## config.mk

```make
export PLATFORM = sky130hd
export DESIGN_NAME = ask_frame_rcv
export DESIGN_NICKNAME = d
export VERILOG_FILES = /design/src/rtl/ask_pkg.sv /design/src/rtl/iq_energy.sv /design/src/rtl/ask_frame_rcv.sv
export SDC_FILE = /design/constraint.sdc
export NUM_CORES = 1
export LEC_CHECK = 0
export CORE_UTILIZATION = 50
export DETAILED_ROUTE_END_ITERATION = 10
export GPL_ROUTABILITY_DRIVEN = 0
export GPL_TIMING_DRIVEN = 0
export PLACE_DENSITY = 0.71
export SLEW_MARGIN = 25
export SYNTH_ARGS = -nofsm -noshare
export SYNTH_HDL_FRONTEND = slang
export SYNTH_SLANG_ARGS = --single-unit
```

## constraint.sdc

```tcl
create_clock -name clk -period 6.35 [get_ports clk]
set_clock_uncertainty 0.1 [all_clocks]
set_input_delay 0.9525 -clock clk [delete_from_list [all_inputs] [get_ports clk]]
set_output_delay 0.9525 -clock clk [all_outputs]
set_load 0.005 [all_outputs]
```

## src/rtl/ask_pkg.sv

```systemverilog
// Shared types and width helpers for the ASK frame receiver.
package ask_pkg;

  typedef enum logic [1:0] {IDLE, START, DATA, STOP} state_e;

  function automatic int unsigned energy_width(input int unsigned iq_w);
    return 2 * iq_w;
  endfunction

endpackage

```

## src/rtl/iq_energy.sv

```systemverilog
// Registered I^2+Q^2 energy stage with a one-deep valid pipe.
module iq_energy
  import ask_pkg::*;
#(
  parameter int unsigned IQ_W = 8,
  localparam int unsigned E_W = energy_width(IQ_W)
) (
  input  logic                   clk,
  input  logic                   rst,
  input  logic                   in_valid,
  input  logic signed [IQ_W-1:0] idata,
  input  logic signed [IQ_W-1:0] qdata,
  output logic        [E_W-1:0]  energy,
  output logic                   v1
);

  logic signed [E_W-1:0] i_ext, q_ext, i_sq, q_sq;
  logic        [E_W-1:0] energy_d, energy_q;
  logic                  v1_q;

  assign i_ext = E_W'(idata);
  assign q_ext = E_W'(qdata);
  assign i_sq  = i_ext * i_ext;
  assign q_sq  = q_ext * q_ext;
  // Sum is taken unsigned: (-MIN)^2 * 2 only fits when the MSB is magnitude.
  assign energy_d = $unsigned(i_sq) + $unsigned(q_sq);

  always_ff @(posedge clk) begin
    if (rst) begin
      energy_q <= '0;
      v1_q     <= 1'b0;
    end else begin
      v1_q <= in_valid;
      if (in_valid) energy_q <= energy_d;
    end
  end

  assign energy = energy_q;
  assign v1     = v1_q;

endmodule

```

## src/rtl/ask_frame_rcv.sv

```systemverilog
// ASK receiver: energy slicer with hysteresis feeding a UART-style frame deserialiser.
module ask_frame_rcv
  import ask_pkg::*;
#(
  parameter int unsigned IQ_W      = 8,
  parameter int unsigned SPS       = 16,
  parameter int unsigned DATA_BITS = 8,
  localparam int unsigned E_W      = energy_width(IQ_W)
) (
  input  logic                   clk,
  input  logic                   rst,
  input  logic                   in_valid,
  input  logic signed [IQ_W-1:0] idata,
  input  logic signed [IQ_W-1:0] qdata,
  input  logic [E_W-1:0]         thresh_hi,
  input  logic [E_W-1:0]         thresh_lo,
  output logic [E_W-1:0]         energy,
  output logic                   line_bit,
  output logic [DATA_BITS-1:0]   data,
  output logic                   data_valid,
  output logic                   frame_err,
  output logic                   busy
);

  localparam int unsigned CntW  = $clog2(SPS);
  localparam int unsigned BcntW = $clog2(DATA_BITS + 1);

  logic                 v1, v2_q;
  logic                 line_d, line_q, prev_q;
  state_e               state_d, state_q;
  logic [CntW-1:0]      cnt_d, cnt_q;
  logic [BcntW-1:0]     bcnt_d, bcnt_q;
  logic [DATA_BITS-1:0] sr_d, sr_q, data_d, data_q;
  logic                 dv_d, dv_q, fe_d, fe_q;

  iq_energy #(
    .IQ_W(IQ_W)
  ) u_iq_energy (
    .clk     (clk),
    .rst     (rst),
    .in_valid(in_valid),
    .idata   (idata),
    .qdata   (qdata),
    .energy  (energy),
    .v1      (v1)
  );

  // Set compare wins over clear, so lo > hi still gives a defined slicer.
  always_comb begin
    line_d = line_q;
    if (energy >= thresh_hi)     line_d = 1'b1;
    else if (energy < thresh_lo) line_d = 1'b0;
  end

  always_ff @(posedge clk) begin
    if (rst) begin
      line_q <= 1'b1;
      prev_q <= 1'b1;
      v2_q   <= 1'b0;
    end else begin
      v2_q <= v1;
      if (v1) begin
        prev_q <= line_q;
        line_q <= line_d;
      end
    end
  end

  always_comb begin
    state_d = state_q;
    cnt_d   = cnt_q;
    bcnt_d  = bcnt_q;
    sr_d    = sr_q;
    data_d  = data_q;
    dv_d    = 1'b0;
    fe_d    = 1'b0;
    if (v2_q) begin
      unique case (state_q)
        IDLE: begin
          // Falling edge only: a line stuck low never retriggers.
          if (prev_q && !line_q) begin
            state_d = START;
            cnt_d   = CntW'(1);
          end
        end
        START: begin
          if (cnt_q == CntW'(SPS / 2)) begin
            cnt_d = '0;
            if (line_q) begin
              state_d = IDLE;
            end else begin
              state_d = DATA;
              bcnt_d  = '0;
            end
          end else begin
            cnt_d = cnt_q + CntW'(1);
          end
        end
        DATA: begin
          if (cnt_q == CntW'(SPS - 1)) begin
            cnt_d                = '0;
            sr_d                 = sr_q >> 1;
            sr_d[DATA_BITS-1]    = line_q;
            if (bcnt_q == BcntW'(DATA_BITS - 1)) state_d = STOP;
            else                                 bcnt_d  = bcnt_q + BcntW'(1);
          end else begin
            cnt_d = cnt_q + CntW'(1);
          end
        end
        STOP: begin
          if (cnt_q == CntW'(SPS - 1)) begin
            state_d = IDLE;
            cnt_d   = '0;
            if (line_q) begin
              data_d = sr_q;
              dv_d   = 1'b1;
            end else begin
              fe_d = 1'b1;
            end
          end else begin
            cnt_d = cnt_q + CntW'(1);
          end
        end
        default: state_d = IDLE;
      endcase
    end
  end

  always_ff @(posedge clk) begin
    if (rst) begin
      state_q <= IDLE;
      cnt_q   <= '0;
      bcnt_q  <= '0;
      sr_q    <= '0;
      data_q  <= '0;
      dv_q    <= 1'b0;
      fe_q    <= 1'b0;
    end else begin
      state_q <= state_d;
      cnt_q   <= cnt_d;
      bcnt_q  <= bcnt_d;
      sr_q    <= sr_d;
      data_q  <= data_d;
      dv_q    <= dv_d;
      fe_q    <= fe_d;
    end
  end

  assign line_bit   = line_q;
  assign data       = data_q;
  assign data_valid = dv_q;
  assign frame_err  = fe_q;
  assign busy       = (state_q != IDLE);

endmodule

```

Word level (Yosys, flattened, before mapping)
Index checks and enable logic that the tools add are counted.
- add/sub/neg operators: 3
- multipliers: 2
- $lt $le $gt $ge: 2
- equality and inequality tests: 13
- mux-type cells: 20
- bitwise logic cells: 3
- reductions and logical operators: 14
- operators with widths (kind ; count):
    $mul A8 B8 Y16 ; 2
    $mux W4 ; 7
    $add A16 B16 Y16 ; 1
    $ge A16 B16 Y1 ; 1
    $lt A16 B16 Y1 ; 1
    $ne A2 B2 Y1 const B ; 7
    $mux W2 ; 6
    $pmux W4 S3 ; 1
    $reduce_and A6 Y1 ; 2
    $add A4 B1 Y4 const B ; 2
    $eq A4 B4 Y1 const B ; 2
    $pmux W2 S4 ; 1
    $pmux W4 S2 ; 1
    $reduce_bool A2 Y1 ; 3
    $eq A2 B2 Y1 const B ; 2
    $eq A4 B3 Y1 const B ; 1
    $mux W1 ; 4
    $reduce_and A2 Y1 ; 2
    $reduce_and A4 Y1 ; 1
    $reduce_or A4 Y1 ; 1
    $not A1 Y1 ; 3
    $reduce_and A3 Y1 ; 1
    $eq A2 B1 Y1 const B ; 1
    $logic_not A2 Y1 ; 1
    other kinds (3) ; 3
- register bits: 48
- output and inout bits: 28
- word-level logic and storage cells: 69

Longest topological paths before layout
Gate-level depths: netlist of the first run.
- depth in word-level cells: 4
- depth in mapped cells: 23
- depth with buffers taken out: 22

Cells and area by module
A second synthesis of the first run with hierarchy kept.
- cells, all modules: 777
- area total of the unflattened synthesis: 7184.4 sq um
- modules (own cells, without submodules) (module ; instances ; cells each ; area an instance (sq um) ; sequential area each (sq um)):
    iq_energy ; 1 ; 525 ; 5067.4 ; 340.3
    ask_frame_rcv ; 1 ; 252 ; 2117.0 ; 620.6

Worst setup path before layout of the first run
Ideal clock, no wire load.
- kind: in2reg
- from: input port qdata[7]
- to: register u_iq_energy.energy_q[15] (netlist: u_iq_energy.energy[15])
- setup time: 128 ps
- data arrival time: 6092 ps
- path slack: 31 ps
- stages: 19
- path through: clkbuf_1 > nand2_1 > fa_1 > inv_1 > fa_1 > fa_1 > fa_1 > fa_1 > inv_1 > fa_1 > inv_1 > ha_1 > and3_1 > a221oi_2 > nand2_1 > o41ai_4 > xnor2_1 > mux2i_1 > nor2_1
- word-level cells in the longest chain between the ends: 2
- ends and longest elaborated chain (what ; line ; source):
    start: declaration ; ask_frame_rcv.sv:14 ; input logic signed [IQ_W-1:0] qdata,
    $mul A8 B8 Y16 ; iq_energy.sv:24 ; assign q_sq = q_ext * q_ext;
    $add A16 B16 Y16 ; iq_energy.sv:26 ; assign energy_d = $unsigned(i_sq) + $unsigned(q_sq);
    end signal: assignment ; iq_energy.sv:34 ; if (in_valid) energy_q <= energy_d;
    end: declaration ; iq_energy.sv:18 ; logic [E_W-1:0] energy_d, energy_q;
No other way between the ends.
A chain may end at the register's enable or synchronous reset.

Worst setup path after layout of the first run
- from: input port idata[7]
- to: register u_iq_energy.energy_q[15] (netlist: u_iq_energy.energy[15])
- word-level cells in the longest chain between the ends: 2
- ends and longest elaborated chain (what ; line ; source):
    start: declaration ; ask_frame_rcv.sv:13 ; input logic signed [IQ_W-1:0] idata,
    $mul A8 B8 Y16 ; iq_energy.sv:23 ; assign i_sq = i_ext * i_ext;
    $add A16 B16 Y16 ; iq_energy.sv:26 ;
No other way between the ends.

==> results of run 1 <==
worst paths after layout:
kind,cells after the start,start,slack [ps],to
worst min-delay path,2,bcnt_q[1],370,bcnt_q[1]
worst max-delay path,22,idata[7],230,u_iq_energy.energy[15]
worst max register to register,9,u_iq_energy.energy[0],4080,line_bit
worst min register to register,2,bcnt_q[1],370,bcnt_q[1]
layout make-up:
class,count,area [um2]
clock buffer,5,125
fill,1202,5450
sequential,48,961
timing repair buffer,83,751
multi-input combinational,523,5530
tap,180,225
buffer,15,86.3
inverter,194,734
clock inverter,3,68.8
what timing repair did:
action	4_1_cts	5_1_grt
pin swaps	12	13
setup endpoints to repair	7	4
gates resized for setup	64	42
setup buffers	5	4
per-layer routing:
metal	global-route usage (%)	share of wire, %	vias up
met3	2.62	2.7	13
met2	36.6	50	83
met5	0	0	-
met4	2.78	0.84	0
li1	-	-	2592
met1	29.7	47	2573
per-stage QoR:
stage | cell area (um2) | setup TNS [ps] | setup slack (ps)
floorplan | 7170 | 0 | 30.7
global placement | 8130 | -5530 | -1070
detailed placement | 8130 | -5970 | -1170
CTS | 8450 | 0 | 4.44
global route | 8480 | -6.60 | -6.60
finish | 8480 | 0 | 234
cells by family (layout without fill, tap and decap cells):
kind of cell / after synthesis / count (layout) / share of synthesized area (%)
muxes: 30 / 30 / 4.19
and+or+nand+nor: 180 / 180 / 12.3
buffers and inverters: 209 / 300 / 11.0
adders and majority gates: 203 / 203 / 47.4
DFF: 48 / 48 / 13.4
xor gates and xnor gates: 32 / 32 / 4.10
AOI/OAI and AO/OA: 78 / 78 / 7.63
placed cells by master (no fill, tap or decap), types with 3 or more instances in the layout:
master | Yosys | layout
a21o_1 | 19 | 19
a21oi_1 | 20 | 19
a31oi_1 | 5 | 5
and2_1 | 22 | 22
and3_1 | 7 | 7
buf_2 | 0 | 9
buf_4 | 1 | 10
clkbuf_1 | 13 | 8
clkbuf_16 | 0 | 5
clkbuf_2 | 0 | 5
clkdlybuf4s50_1 | 0 | 61
dfxtp_1 | 48 | 48
fa_1 | 114 | 111
fa_2 | 0 | 3
ha_1 | 89 | 86
inv_1 | 194 | 189
inv_2 | 0 | 3
mux2i_1 | 30 | 30
nand2_1 | 46 | 38
nand2_2 | 0 | 7
nand2b_1 | 7 | 7
nand3_1 | 8 | 8
nand3b_1 | 3 | 3
nor2_1 | 53 | 51
nor2b_1 | 18 | 16
nor3_1 | 5 | 5
nor3b_1 | 3 | 3
o21ai_0 | 14 | 14
xnor2_1 | 28 | 24
xnor2_2 | 0 | 4
xor2_1 | 3 | 3
synthesized netlist by cell type (2+ instances only):
master    count
or2_2         2
a211o_1       2
nor3_1        5
nand4b_1      2
o21ai_0      14
nor2b_1      18
and3_1        7
ha_1         89
and2_1       22
nor3b_1       3
nand3b_1      3
o21bai_1      2
mux2i_1      30
dfxtp_1      48
nand2_1      46
fa_1        114
nand3_1       8
a211oi_1      2
clkbuf_1     13
inv_1       194
xor2_1        3
a21boi_1      2
xnor2_1      28
a21o_1       19
nand2b_1      7
nor2_1       53
a31oi_1       5
a21oi_1      20
registers in the layout, summed over array words and instances (netlist names), 4 cells and up, named ones only:
register and flops:
bcnt_q 4, data 8, u_iq_energy.energy 16, cnt_q 4, sr_q 8
critical path, cell delays in order:
cell,delay [ps]
buf_2,140
buf_8,150
nand2_4,80
inv_1,60
fa_2,610
inv_2,80
fa_1,530
inv_1,50
fa_1,510
fa_1,440
fa_1,490
inv_1,50
fa_1,520
inv_1,60
ha_4,250
and3_1,190
a221oi_2,270
nand2_2,120
o41ai_4,280
xnor2_2,140
mux2i_1,140
nor2_1,50
==> flow_summary.json, run 1 <==
{
  "status": "finished clean",
  "io_buffers": 74,
  "htree_levels": 2,
  "cp-end-kind": "register",
  "clk_latency_ps": 290,
  "cts_root_buf": "clkbuf_16",
  "critPathLaunchType": "primary input",
  "holdWs_ps": 373,
  "grt_max_degree": 17,
  "core-area_um2": 13900,
  "cts_tree": "done",
  "diodes": 0,
  "setup.worst_path.class": "in -> reg",
  "async_reset_ff_share_pct": 0,
  "path_max_fanout": 9,
  "vias": 5261,
  "max_freq_mhz": 164,
  "synthCells": 780,
  "dieArea_um2": 14800,
  "drtPass1Iterations": 4,
  "cap_violations": 0,
  "synth-seq-cells": 48,
  "hpwl_um": 12200,
  "hold_class": "reg -> reg",
  "crit_arrival_ps": 6180,
  "grt_overflow_total": 0,
  "drt_first_iter_violations": 256,
  "synth_edf_count": 0,
  "first_global_vias": 5395,
  "syn_area_um2": 7170,
  "num_rows": 43,
  "final_util_pct": 60.9,
  "slew_viol_final": 0,
  "synthesis.nets": 1034,
  "slew_headroom_pct": 63.1,
  "syn_area_per_cell_um2": 9.19,
  "seq_area_frac_synth_pct": 13.4,
  "die_h_um": 122,
  "antenna_found_initial": 0,
  "drive_gt1_share_pct": 8.38,
  "clock_path_buffers": 2,
  "worst_slew_pin_slew_ps": 554,
  "ys_warn_count": 0,
  "cts_num_sinks": 48,
  "wl_per_cell_um": 13.8,
  "ant_nets": 0,
  "finalCritPeriodShare_pct": 96.3,
  "fin_crit_ps": 6120,
  "avgViaCountPerCell": 5.01,
  "num-nets-final": 1124,
  "io-pin-count": 79,
  "synth_area_leader_cell": "fa_1",
  "drc": 0,
  "cts_made_buffers": 5,
  "ys.flop_type": "dfxtp_1",
  "area_growth_pct": 18.4,
  "yosysUniqueCellTypes": 47,
  "hold_viol": 0,
  "synth_area_leaders": "fa_1 32%, ha_1 16%, dfxtp_1 13%, inv_1 10%, mux2i_1 4.2%",
  "ctsHoldBuffers": 0,
  "cts.reportedPaths.clkPinSlew_ps": 70,
  "wl_um": 14500,
  "dieWidth_um": 122,
  "worstPathRequired_ps": 6410,
  "initial_utilization_pct": 51.4,
  "dp.cells": 1034,
  "grt_pass1_wl_um": 25000,
  "track_usage_pct": 21.4,
  "synth_top_area_share_pct": 31.8,
  "finalSetupViolations": 0,
  "instances_no_fill": 1051
}
Power of run 1 is not shown: default switching activity piles up to over one toggle a cycle in this logic, so the estimate is an artifact.
==> inputs of run 2 (changes only) <==
- ABC_AREA: not set -> 0
==> results of run 2 <==
The final DEF is identical to that of run 1; final timing and power are the same.
Power of run 2 is left out for the same reason.
